### src/rtl/iir_sos_pkg.sv
`default_nettype none
// ============================================================================
// Module   : iir_sos_pkg
// Purpose  : Shared types, tap indices and helper functions for the
//            iir_sos_cascade_axis biquad cascade.
//            - state_t            : engine state encoding (IDLE, MAC, WB)
//            - TAP_B0..TAP_A2     : tap index within one section
//            - saturate()         : clamp a wide signed value to N bits
//            - passthrough_coeff(): coefficient value giving y = x
// Revision : 1.0  initial release
// ============================================================================
package iir_sos_pkg;

    typedef enum logic [1:0] {
        IDLE = 2'd0,
        MAC  = 2'd1,
        WB   = 2'd2
    } state_t;

    localparam int unsigned NUM_TAPS = 5;

    localparam logic [2:0] TAP_B0 = 3'd0;
    localparam logic [2:0] TAP_B1 = 3'd1;
    localparam logic [2:0] TAP_B2 = 3'd2;
    localparam logic [2:0] TAP_A1 = 3'd3;
    localparam logic [2:0] TAP_A2 = 3'd4;

    // Clamp to the signed range of a 'width'-bit word. Working width is
    // fixed at 64 bits so one helper serves every parameterisation.
    function automatic logic signed [63:0] saturate(
        input logic signed [63:0] value,
        input int unsigned        width
    );
        logic signed [63:0] hi;
        logic signed [63:0] lo;
        hi = (64'sd1 <<< (width - 1)) - 64'sd1;
        lo = -(64'sd1 <<< (width - 1));
        if (value > hi) begin
            return hi;
        end else if (value < lo) begin
            return lo;
        end
        return value;
    endfunction

    // b0 = 1.0 in the coefficient Q-format, every other tap zero.
    function automatic logic signed [31:0] passthrough_coeff(
        input logic [2:0]  tap,
        input int unsigned scale
    );
        return (tap == TAP_B0) ? (32'sd1 <<< scale) : 32'sd0;
    endfunction

endpackage
`default_nettype wire

### src/rtl/iir_sos_mac.sv
`default_nettype none
// ============================================================================
// Module   : iir_sos_mac
// Purpose  : Single signed multiplier feeding an add/subtract accumulator.
// Ports    : clk, rst_n      clock, async active-low reset
//            i_clear         zero the accumulator (has priority over i_en)
//            i_en            accumulate this cycle
//            i_sub           subtract the product instead of adding it
//            i_a, i_b        signed operands (sample, coefficient)
//            o_acc           signed accumulator, ACC_WIDTH bits
// Revision : 1.0  initial release
// ============================================================================
module iir_sos_mac #(
    parameter int unsigned A_WIDTH   = 16,
    parameter int unsigned B_WIDTH   = 16,
    parameter int unsigned ACC_WIDTH = 40
) (
    input  logic                        clk,
    input  logic                        rst_n,
    input  logic                        i_clear,
    input  logic                        i_en,
    input  logic                        i_sub,
    input  logic signed [A_WIDTH-1:0]   i_a,
    input  logic signed [B_WIDTH-1:0]   i_b,
    output logic signed [ACC_WIDTH-1:0] o_acc
);

    localparam int unsigned PROD_W = A_WIDTH + B_WIDTH;

    logic signed [PROD_W-1:0]    w_prod;
    logic signed [ACC_WIDTH-1:0] w_prod_ext;
    logic signed [ACC_WIDTH-1:0] r_acc;

    assign w_prod     = i_a * i_b;
    assign w_prod_ext = {{(ACC_WIDTH - PROD_W){w_prod[PROD_W-1]}}, w_prod};

    always_ff @(posedge clk or negedge rst_n) begin
        if (!rst_n) begin
            r_acc <= '0;
        end else if (i_clear) begin
            r_acc <= '0;
        end else if (i_en) begin
            r_acc <= i_sub ? (r_acc - w_prod_ext) : (r_acc + w_prod_ext);
        end
    end

    assign o_acc = r_acc;

endmodule
`default_nettype wire

### src/rtl/iir_sos_cascade_axis.sv
`default_nettype none
// ============================================================================
// Module   : iir_sos_cascade_axis
// Purpose  : Cascade of NUM_SECTIONS DF1 biquads on one time-shared MAC,
//            AXI-Stream in/out, runtime-writable coefficients, saturating
//            output with sticky overflow flag, held output register.
// Ports    : s_axis_*    input sample stream (slave)
//            m_axis_*    filtered sample stream (master)
//            coeff_we/addr/data  coefficient write (addr = section*5 + tap)
//            coeff_ready high while IDLE; writes are ignored otherwise
//            overflow    sticky: some section clamped since reset
// Revision : 1.0  initial release
// ============================================================================
module iir_sos_cascade_axis
    import iir_sos_pkg::*;
#(
    parameter int unsigned INOUT_WIDTH  = 16,
    parameter int unsigned COEFF_WIDTH  = 16,
    parameter int unsigned SCALE_FACTOR = 14,
    parameter int unsigned NUM_SECTIONS = 4,
    parameter int unsigned ACC_WIDTH    = 40
) (
    input  logic                                    clk,
    input  logic                                    rst_n,
    input  logic signed [INOUT_WIDTH-1:0]           s_axis_tdata,
    input  logic                                    s_axis_tvalid,
    output logic                                    s_axis_tready,
    output logic signed [INOUT_WIDTH-1:0]           m_axis_tdata,
    output logic                                    m_axis_tvalid,
    input  logic                                    m_axis_tready,
    input  logic                                    coeff_we,
    input  logic [$clog2(5*NUM_SECTIONS)-1:0]       coeff_addr,
    input  logic signed [COEFF_WIDTH-1:0]           coeff_data,
    output logic                                    coeff_ready,
    output logic                                    overflow
);

    localparam int unsigned NUM_COEFFS = NUM_TAPS * NUM_SECTIONS;
    localparam int unsigned ADDR_W     = $clog2(5 * NUM_SECTIONS);
    localparam int unsigned SEC_W      = (NUM_SECTIONS > 1) ? $clog2(NUM_SECTIONS) : 1;

    state_t                        r_state;
    state_t                        w_state_nxt;
    logic [SEC_W-1:0]              r_sec;
    logic [2:0]                    r_tap;

    logic signed [INOUT_WIDTH-1:0] r_x;
    logic signed [INOUT_WIDTH-1:0] r_x1 [NUM_SECTIONS];
    logic signed [INOUT_WIDTH-1:0] r_x2 [NUM_SECTIONS];
    logic signed [INOUT_WIDTH-1:0] r_y1 [NUM_SECTIONS];
    logic signed [INOUT_WIDTH-1:0] r_y2 [NUM_SECTIONS];
    logic signed [COEFF_WIDTH-1:0] r_coeff [NUM_COEFFS];

    logic signed [INOUT_WIDTH-1:0] r_m_tdata;
    logic                          r_m_tvalid;
    logic                          r_overflow;

    logic                          w_accept;
    logic                          w_last_sec;
    logic                          w_last_tap;
    logic [ADDR_W-1:0]             w_cidx;
    logic signed [INOUT_WIDTH-1:0] w_operand;
    logic signed [COEFF_WIDTH-1:0] w_coeff;
    logic signed [ACC_WIDTH-1:0]   w_acc;
    logic signed [ACC_WIDTH-1:0]   w_shifted;
    logic signed [63:0]            w_wide;
    logic signed [63:0]            w_sat;
    logic signed [INOUT_WIDTH-1:0] w_y;
    logic                          w_clip;

    assign w_accept      = s_axis_tvalid && s_axis_tready;
    assign w_last_sec    = (r_sec == SEC_W'(NUM_SECTIONS - 1));
    assign w_last_tap    = (r_tap == TAP_A2);
    assign s_axis_tready = (r_state == IDLE) && (!r_m_tvalid || m_axis_tready);
    assign coeff_ready   = (r_state == IDLE);
    assign m_axis_tdata  = r_m_tdata;
    assign m_axis_tvalid = r_m_tvalid;
    assign overflow      = r_overflow;

    // ---------------- state machine ----------------
    always_ff @(posedge clk or negedge rst_n) begin
        if (!rst_n) begin
            r_state <= IDLE;
        end else begin
            r_state <= w_state_nxt;
        end
    end

    always_comb begin
        w_state_nxt = r_state;
        case (r_state)
            IDLE:    if (w_accept) w_state_nxt = MAC;
            MAC:     if (w_last_tap) w_state_nxt = WB;
            WB:      w_state_nxt = w_last_sec ? IDLE : MAC;
            default: w_state_nxt = IDLE;
        endcase
    end

    always_ff @(posedge clk or negedge rst_n) begin
        if (!rst_n) begin
            r_sec <= '0;
            r_tap <= TAP_B0;
        end else begin
            case (r_state)
                IDLE: begin
                    r_sec <= '0;
                    r_tap <= TAP_B0;
                end
                MAC: begin
                    if (!w_last_tap) r_tap <= r_tap + 3'd1;
                end
                WB: begin
                    r_tap <= TAP_B0;
                    r_sec <= w_last_sec ? '0 : r_sec + SEC_W'(1);
                end
                default: begin
                    r_sec <= '0;
                    r_tap <= TAP_B0;
                end
            endcase
        end
    end

    // ---------------- operand selection ----------------
    always_comb begin
        w_operand = r_x;
        case (r_tap)
            TAP_B1:  w_operand = r_x1[r_sec];
            TAP_B2:  w_operand = r_x2[r_sec];
            TAP_A1:  w_operand = r_y1[r_sec];
            TAP_A2:  w_operand = r_y2[r_sec];
            default: w_operand = r_x;
        endcase
        w_cidx  = ADDR_W'((32'(r_sec) * 32'd5) + 32'(r_tap));
        w_coeff = r_coeff[w_cidx];
    end

    iir_sos_mac #(
        .A_WIDTH   (INOUT_WIDTH),
        .B_WIDTH   (COEFF_WIDTH),
        .ACC_WIDTH (ACC_WIDTH)
    ) u_mac (
        .clk     (clk),
        .rst_n   (rst_n),
        .i_clear (r_state == WB),
        .i_en    (r_state == MAC),
        .i_sub   (r_tap >= TAP_A1),
        .i_a     (w_operand),
        .i_b     (w_coeff),
        .o_acc   (w_acc)
    );

    // ---------------- scale and saturate section output ----------------
    always_comb begin
        w_shifted = w_acc >>> SCALE_FACTOR;
        w_wide    = {{(64 - ACC_WIDTH){w_shifted[ACC_WIDTH-1]}}, w_shifted};
        w_sat     = saturate(w_wide, INOUT_WIDTH);
        w_y       = w_sat[INOUT_WIDTH-1:0];
        w_clip    = (w_sat != w_wide);
    end

    // ---------------- sample and history registers ----------------
    // r_x holds the input of the section currently being computed; at each
    // WB it takes that section's output so the next section sees it as x.
    always_ff @(posedge clk or negedge rst_n) begin
        if (!rst_n) begin
            r_x <= '0;
            for (int i = 0; i < NUM_SECTIONS; i++) begin
                r_x1[i] <= '0;
                r_x2[i] <= '0;
                r_y1[i] <= '0;
                r_y2[i] <= '0;
            end
        end else begin
            if (r_state == IDLE && w_accept) begin
                r_x <= s_axis_tdata;
            end else if (r_state == WB) begin
                r_x         <= w_y;
                r_x2[r_sec] <= r_x1[r_sec];
                r_x1[r_sec] <= r_x;
                r_y2[r_sec] <= r_y1[r_sec];
                r_y1[r_sec] <= w_y;
            end
        end
    end

    // ---------------- coefficient register file ----------------
    always_ff @(posedge clk or negedge rst_n) begin
        if (!rst_n) begin
            for (int i = 0; i < NUM_COEFFS; i++) begin
                r_coeff[i] <= COEFF_WIDTH'(passthrough_coeff(3'(i % 5), SCALE_FACTOR));
            end
        end else if (coeff_we && (r_state == IDLE) && (32'(coeff_addr) < NUM_COEFFS)) begin
            r_coeff[coeff_addr] <= coeff_data;
        end
    end

    // ---------------- output register and overflow flag ----------------
    always_ff @(posedge clk or negedge rst_n) begin
        if (!rst_n) begin
            r_m_tdata  <= '0;
            r_m_tvalid <= 1'b0;
            r_overflow <= 1'b0;
        end else begin
            if (r_state == WB && w_last_sec) begin
                r_m_tdata  <= w_y;
                r_m_tvalid <= 1'b1;
            end else if (m_axis_tready) begin
                r_m_tvalid <= 1'b0;
            end
            if (r_state == WB && w_clip) begin
                r_overflow <= 1'b1;
            end
        end
    end

endmodule
`default_nettype wire

### config.mk
export PLATFORM = sky130hd
export DESIGN_NAME = iir_sos_cascade_axis
export DESIGN_NICKNAME = d
export VERILOG_FILES = /design/src/rtl/iir_sos_pkg.sv /design/src/rtl/iir_sos_mac.sv /design/src/rtl/iir_sos_cascade_axis.sv
export SDC_FILE = /design/constraint.sdc
export NUM_CORES = 2
export LEC_CHECK = 0
export ABC_AREA = 1
export BUFFER_PORTS_ARGS = -buffer_cell sky130_fd_sc_hd__buf_2
export CAP_MARGIN = 20
export CELL_PAD_IN_SITES_DETAIL_PLACEMENT = 0
export CELL_PAD_IN_SITES_GLOBAL_PLACEMENT = 2
export CORE_ASPECT_RATIO = 1.2
export CORE_UTILIZATION = 30
export CTS_CLUSTER_DIAMETER = 50
export DETAILED_ROUTE_END_ITERATION = 8
export PLACE_DENSITY = 0.77
export SYNTH_ARGS = -nofsm -noshare
export SYNTH_HDL_FRONTEND = slang
export SYNTH_HIERARCHICAL = 1
export SYNTH_SLANG_ARGS = --single-unit
export TNS_END_PERCENT = 1
### constraint.sdc
create_clock -name clk -period 15.1 [get_ports clk]
set_clock_uncertainty 0.15 [all_clocks]
set_input_delay 3.02 -clock clk [delete_from_list [all_inputs] [get_ports clk]]
set_output_delay 3.02 -clock clk [all_outputs]
set_load 0.01 [all_outputs]
# --- Yosys cells after proc, flatten, opt, wreduce, memory -nomap -nowiden ---
# Index checks and enable logic that the tools add are counted.
# Widths: inputs -> output; s select.
word_totals:
  input_bits: 42
  n_memories: 0
  ram_bits: 0
  word_cells: 137
  mem_bits_ro: 0
  out_inout_bits: 20
  latch_bits: 0
  regBits: 657
classes:
  n_addsub: 5
  reduce_logical: 17
  order_cmp: 9
  div: 0
  mux: 45
  n_mul: 2
  n_eq_ne: 11
  bitwise_logic: 4
  shifts: 0
op_table:
  columns: ["op", "n"]
  rows:
  - ["$bwmux 320", 1]
  - ["$bwmux 64", 4]
  - ["$mux 16", 14]
  - ["$mux 64", 3]
  - ["$bmux 16 s2", 4]
  - ["$mux 40", 3]
  - ["$bmux 16 s5", 1]
  - ["$demux 16 s5", 1]
  - ["$ne 64x26->1", 1]
  - ["$pmux 16 s4", 1]
  - ["$add 40x32->40", 1]
  - ["$sub 40x32->40", 1]
  - ["$demux 16 s2", 1]
  - ["$mul 16x16->32", 1]
  - ["$gt 26x16->1 const B", 1]
  - ["$lt 26x16->1 const B", 1]
  - ["$ge 6x6->1 const B", 2]
  - ["$not 5->6", 2]
  - ["$logic_and 1x1->1", 9]
  - ["$eq 3x2->1 const B", 2]
  - ["$lt 6x1->1 const B", 1]
  - ["$mux 2", 3]
  - ["$mux 3", 2]
  - ["$pmux 2 s3", 1]
  - ["other kinds (23)", 32]

# --- Longest topological paths before layout ---
logic_depth:
  depth_word: 11
  ltp_mapped: 62

# --- By module ---
# Netlist, hierarchy kept.
by_module_without_submodules:
  columns: ["module", "instances", "area_each_um2", "cells_per_inst"]
  rows:
  - ["iir_sos_cascade_axis", 1, 29094.2, 3854]
  - ["iir_sos_mac", 1, 15428.5, 2180]

# --- Worst setup path before layout ---
# Ideal clock, no wire load.
synth_timing:
  kind: "reg2reg"
  startpoint: "register r_sec[1]"
  endpoint: "register u_mac.r_acc[36] (netlist: u_mac/o_acc[36])"
  setup_ns: 0.123
  stages_incl_launch_ff: 53
  arrival_ns: 9.577
  setup_slack_ns: 5.250
  required_ns: 14.827
  n_path_buf: 4
  path_cell_list: "dfrtp_1 -> ha_1 -> ha_1 -> fa_1 -> buf_4 -> clkinv_1 -> nor2_2 -> buf_2 -> nand2_1 -> nand2_1 -> inv_1 -> nand2_1 -> nand2_1 -> nand2_1 -> clkbuf_1 -> clkbuf_1 -> nand2_1 -> fa_1 -> [17 not listed] -> a21oi_1 -> xor2_1 -> nand2_1 -> nor2_4 -> inv_2 -> nor2_4 -> nor2_1 -> xor2_1 -> ha_1 -> a21o_1 -> a31oi_1 -> o21ai_0 -> a221oi_1 -> nand3_1 -> nand2_1 -> nand2_1 -> o21ai_0 -> nand2_1"
synth_between:
  elab_chain_cells: 11
synth_lines:
  columns: ["element", "line", "source"]
  rows:
  - ["from (decl)", "iir_sos_cascade_axis.sv:44", "logic [SEC_W-1:0] r_sec;"]
  - ["from (signal assigned)", "iir_sos_cascade_axis.sv:114", "r_sec <= w_last_sec ? '0 : r_sec + SEC_W'(1);"]
  - ["$mul 2x3->5 *", "iir_sos_cascade_axis.sv:134", "w_cidx = ADDR_W'((32'(r_sec) * 32'd5) + 32'(r_tap));"]
  - ["$add 5x3->5 *", "iir_sos_cascade_axis.sv:134", null]
  - ["$not 5->6 (implied by the code) *", "iir_sos_cascade_axis.sv:135", "w_coeff = r_coeff[w_cidx];"]
  - ["$bmux 16 s5 *", "iir_sos_cascade_axis.sv:135", null]
  - ["$mux 16 (implied by the code) * (2 in a row)", "iir_sos_cascade_axis.sv:135", null]
  - ["net w_coeff[7]", "iir_sos_cascade_axis.sv:63", "logic signed [COEFF_WIDTH-1:0] w_coeff;"]
  - ["$mul 16x16->32 *", "iir_sos_mac.sv:34", "assign w_prod = i_a * i_b;"]
  - ["$add 40x32->40 or $sub 40x32->40 (tied branches)", "iir_sos_mac.sv:43", "r_acc <= i_sub ? (r_acc - w_prod_ext) : (r_acc + w_prod_ext);"]
  - ["$mux 40 *", "iir_sos_mac.sv:43", null]
  - ["$mux 40 *", "iir_sos_mac.sv:42", "end else if (i_en) begin"]
  - ["$mux 40 *", "iir_sos_mac.sv:40", "end else if (i_clear) begin"]
  - ["to (signal assigned)", "iir_sos_mac.sv:43", null]
  - ["to (decl)", "iir_sos_mac.sv:32", "logic signed [ACC_WIDTH-1:0] r_acc;"]
# Mark *: on every way through the listed nets, which the timed path passes. The rest lies on a longest branch. The select of a mux whose other input is x is not followed.
# A chain may end at the register's enable or synchronous reset.

# --- Worst setup path after layout ---
layout_timing:
  startpoint: "register r_sec[1]"
  endpoint: "register u_mac.r_acc[37] (netlist: u_mac/o_acc[37])"
# The elaborated chain is that of the path after synthesis.

==> metrics list <==
* Start point of the worst hold path: overflow
- The biggest area contributor in the post-synthesis netlist is sky130_fd_sc_hd__dfrtp_1.
* Post-layout net count: 6,340
* Worst hold-check path type: reg -> reg
* Via count of the first global-routing pass: 38,100
* Global-route wire length before repair: 229 mm
- At the later pin of the worst-skew pair, clock insertion delay measures 0.71 ns.
- Required time of the critical path: 15.49 ns
- The commonest cells after synthesis are 2,009 x sky130_fd_sc_hd__nand2_1, 924 x sky130_fd_sc_hd__inv_1, 637 x sky130_fd_sc_hd__dfrtp_1.
* Placed Cells incl. Taps: 7,750
- Clk slew on worst S/H paths: 0.05 ns
- The root buffer cell chosen for the clock tree is sky130_fd_sc_hd__clkbuf_16.
- Core utilization of the finished layout: 33.8%
- Mean routed wirelength per cell: 18.3 µm
* Status: finished clean
- Count of clock tree sinks: 641
* Congestion Overflow GR: 0
* Slew margin rel.: 24.7%
- Violation count after the first detailed-route iteration: 2,659
- The startpoint identified for the worst register-to-register timing path is r_sec[1].
* Number of endpoints with negative hold slack in the final report: 0
- Share of flip-flops with an asynchronous set or reset: 100%
* Number of cells in the finished layout apart from fillers: 7,919
- Across all layers, the routed design uses 37,400 vias.
- CTS Buf Count: 90
- Yosys warns: 6
- The most common cell in the synthesized netlist is sky130_fd_sc_hd__nand2_1.
* Fmax: 78.8 MHz
- The number of cells on the worst reg-to-reg path is 49.
- The initial utilization of the core area, before any placement, comes to 30.3%.
* Setup Viol. Count Final: 0
- DR pass1 iterations: 6
* Crit path largest cell delay: 0.94 ns
- Highest net fanout along the worst path: 34
* Placed cell area: 46,400 µm²
- Tmin final: 12.70 ns
* Synthesized netlist cell count: 6,034
- Summed over all layers, the routed wires come to 145 mm.
- For this design the top-level I/O count stands at 62.
- The wire-length estimate of the detail-placed layout is 99.4 mm.
* Critical-path top delay cell: sky130_fd_sc_hd__dfrtp_2
- No sink is reached through more buffers than the 3 on the longest clock path.
- The number of antenna violations at the first check in global routing is 0.
* Number of buffer cells added on primary ports: 61
- Of the post-synthesis cell area, the dominant cell type holds 35.8%.
- Total standard cell area after synthesis: 44,500 µm²
- The layout has 15,800 filler cells.
* Library cells used by synthesis: 51
- Sum Neg Setup Slack: 0 ns
- In this run the critical register-to-register path is captured at u_mac/o_acc[37].
- Startpoint type of the worst setup path: register
* Capturing element of the worst setup path: u_mac/o_acc[37]
* Area delta synth->final: 11.6%
- The setup check on the worst reg-to-reg path leaves a slack of 2.40 ns.
- The core region is 147,000 µm².
* Most instantiated flip-flop cell in the synthesis netlist: sky130_fd_sc_hd__dfrtp_1
* Clock tree from TritonCTS: built
- Num rows: 154
* Count of H-tree levels built during CTS: 3
* Start-to-end type of the worst setup path: reg -> reg
- Setup repair after global routing left no endpoint under its margin.
* Mean Syn Cell Area: 7.38 µm²
- DR vias/cell: 4.73
* Count of flip-flops with a built-in enable after synthesis: 0
- Number of DRC violations after detailed routing: 0
* PostCTS Resize Cnt: 0
- After clock tree synthesis, the setup repair step added 0 buffers.
- Global routing used 19.5% of the available tracks.
- Data arrives at the worst endpoint at 13.09 ns.
- The total count of max-transition violations in the final report is 0.
- RePlAce Congestion: 0.893
* Fraction of final layout cells with drive strength greater than 1: 5.98%
- Register bit total from synthesis: 641
* Worst-margin pin slew: 1.13 ns
- Die boundary height: 424 µm
* Horiz. Die Dim: 354 µm
* Quantity of hold-fixing buffers added after cts: 0
* Post-route antenna net violation count: 0
* Maximum number of pins on one net before global-route repair: 154
* Nature of the critical path endpoint: register
- The cell that appears most often on the critical path is sky130_fd_sc_hd__nand2_1.
- Share of the clock period used by the worst path after layout: 84.1%
- Max-cap violations in this run came to 0.
- Portion of the post-synthesis area used by sequential elements: 36.0%
- The die covers 150,000 µm².
- Tracing the worst setup path back leads to its startpoint at r_sec[1].
* Ranking of synthesized cells by area: sky130_fd_sc_hd__dfrtp_1 36%, sky130_fd_sc_hd__nand2_1 17%, sky130_fd_sc_hd__fa_1 12%
* Final design instance area without fill: 49,700 µm²
- Net count after synthesis: 6,477
==> per-layer routing <==
layer	up-vias	part of all wire, %	routed length [µm]	global-route usage, %
met5	-	0	0	0
met2	717	50	71800	34.4
li1	18300	-	-	-
met1	18200	44	64000	24.9
met3	203	3.5	5120	2.09
met4	0	2.5	3620	5.66
==> area by class of cell <==
cell class              count  area (µm²)  area share, %
clock buffers             123        2580           5.19
inverters                 931        3500           7.05
well taps                1950        2440           4.91
diodes                      1        2.50        0.00504
multi-input cells        4106       23500           47.4
repair buffers            127         936           1.88
flip-flops and latches    641       16100           32.3
clock inverters            40         617           1.24
==> cells by family (layout without fill, tap and decap cells) <==
logic type	after synthesis	in the layout	synth area share [%]
buf+inv	1287	1221	11.2
flops	641	641	36.0
simple gates	2830	2830	26.3
other cells	0	1	0
fa+ha+maj	401	401	15.7
xor+xnor	55	55	1.08
compound gates	820	820	9.65
==> sequential cells by signal, indices dropped and copies added (netlist names) <==
signal         count
m_axis_tdata      16
m_axis_tvalid      1
overflow           1
r_coeff          320
r_sec              2
r_state            2
r_tap              3
r_x               16
r_x1              64
r_x2              64
r_y1              48
r_y2              64
u_mac/o_acc       40
==> worst max-delay path: cells and delay by family, from the launching register on <==
kind | cells | cell delay (ns)
flops | 1 | 0.94
fa+ha+maj | 11 | 4.92
simple gates | 20 | 3.67
buf+inv | 9 | 0.91
compound gates | 7 | 1.35
xor+xnor | 2 | 0.64
==> layout by cell type, fill, tap and decap left out, types with 23 or more instances in the layout <==
cell type / n
sky130_fd_sc_hd__nand2_1: 2005
sky130_fd_sc_hd__inv_1: 921
sky130_fd_sc_hd__dfrtp_1: 635
sky130_fd_sc_hd__o21ai_0: 619
sky130_fd_sc_hd__nand3_1: 501
sky130_fd_sc_hd__fa_1: 264
sky130_fd_sc_hd__nor2_1: 182
sky130_fd_sc_hd__ha_1: 135
sky130_fd_sc_hd__clkbuf_16: 93
sky130_fd_sc_hd__a21oi_1: 90
sky130_fd_sc_hd__buf_2: 60
sky130_fd_sc_hd__buf_4: 57
sky130_fd_sc_hd__xor2_1: 39
sky130_fd_sc_hd__and2_1: 31
sky130_fd_sc_hd__o21ai_1: 28
sky130_fd_sc_hd__nand4_1: 25
sky130_fd_sc_hd__o22ai_1: 23
==> worst min-delay path by stage <==
stage / end / slack [ns] / cells after the start
after global routing: r_y1[46] / 0.34 / 2
after floorplan: r_coeff[16] / 0.30 / 2
after detailed placement: overflow / 0.31 / 1
after global placement: r_x2[46] / 0.31 / 2
final: overflow / 0.32 / 1
after CTS: overflow / 0.32 / 1
==> stage by stage <==
| stage | setup WS, ns | hold WS [ns] |
|---|---|---|
| 2_1_floorplan | 5.25 | 0.298 |
| 3_3_place_gp | 2.31 | 0.310 |
| 3_5_place_dp | 2.46 | 0.307 |
| 4_1_cts | 2.45 | 0.320 |
| 5_1_grt | 1.61 | 0.343 |
| 6_report | 2.40 | 0.322 |
Power is not shown: default switching activity piles up to over one toggle a cycle in this logic, so the estimate is an artifact.
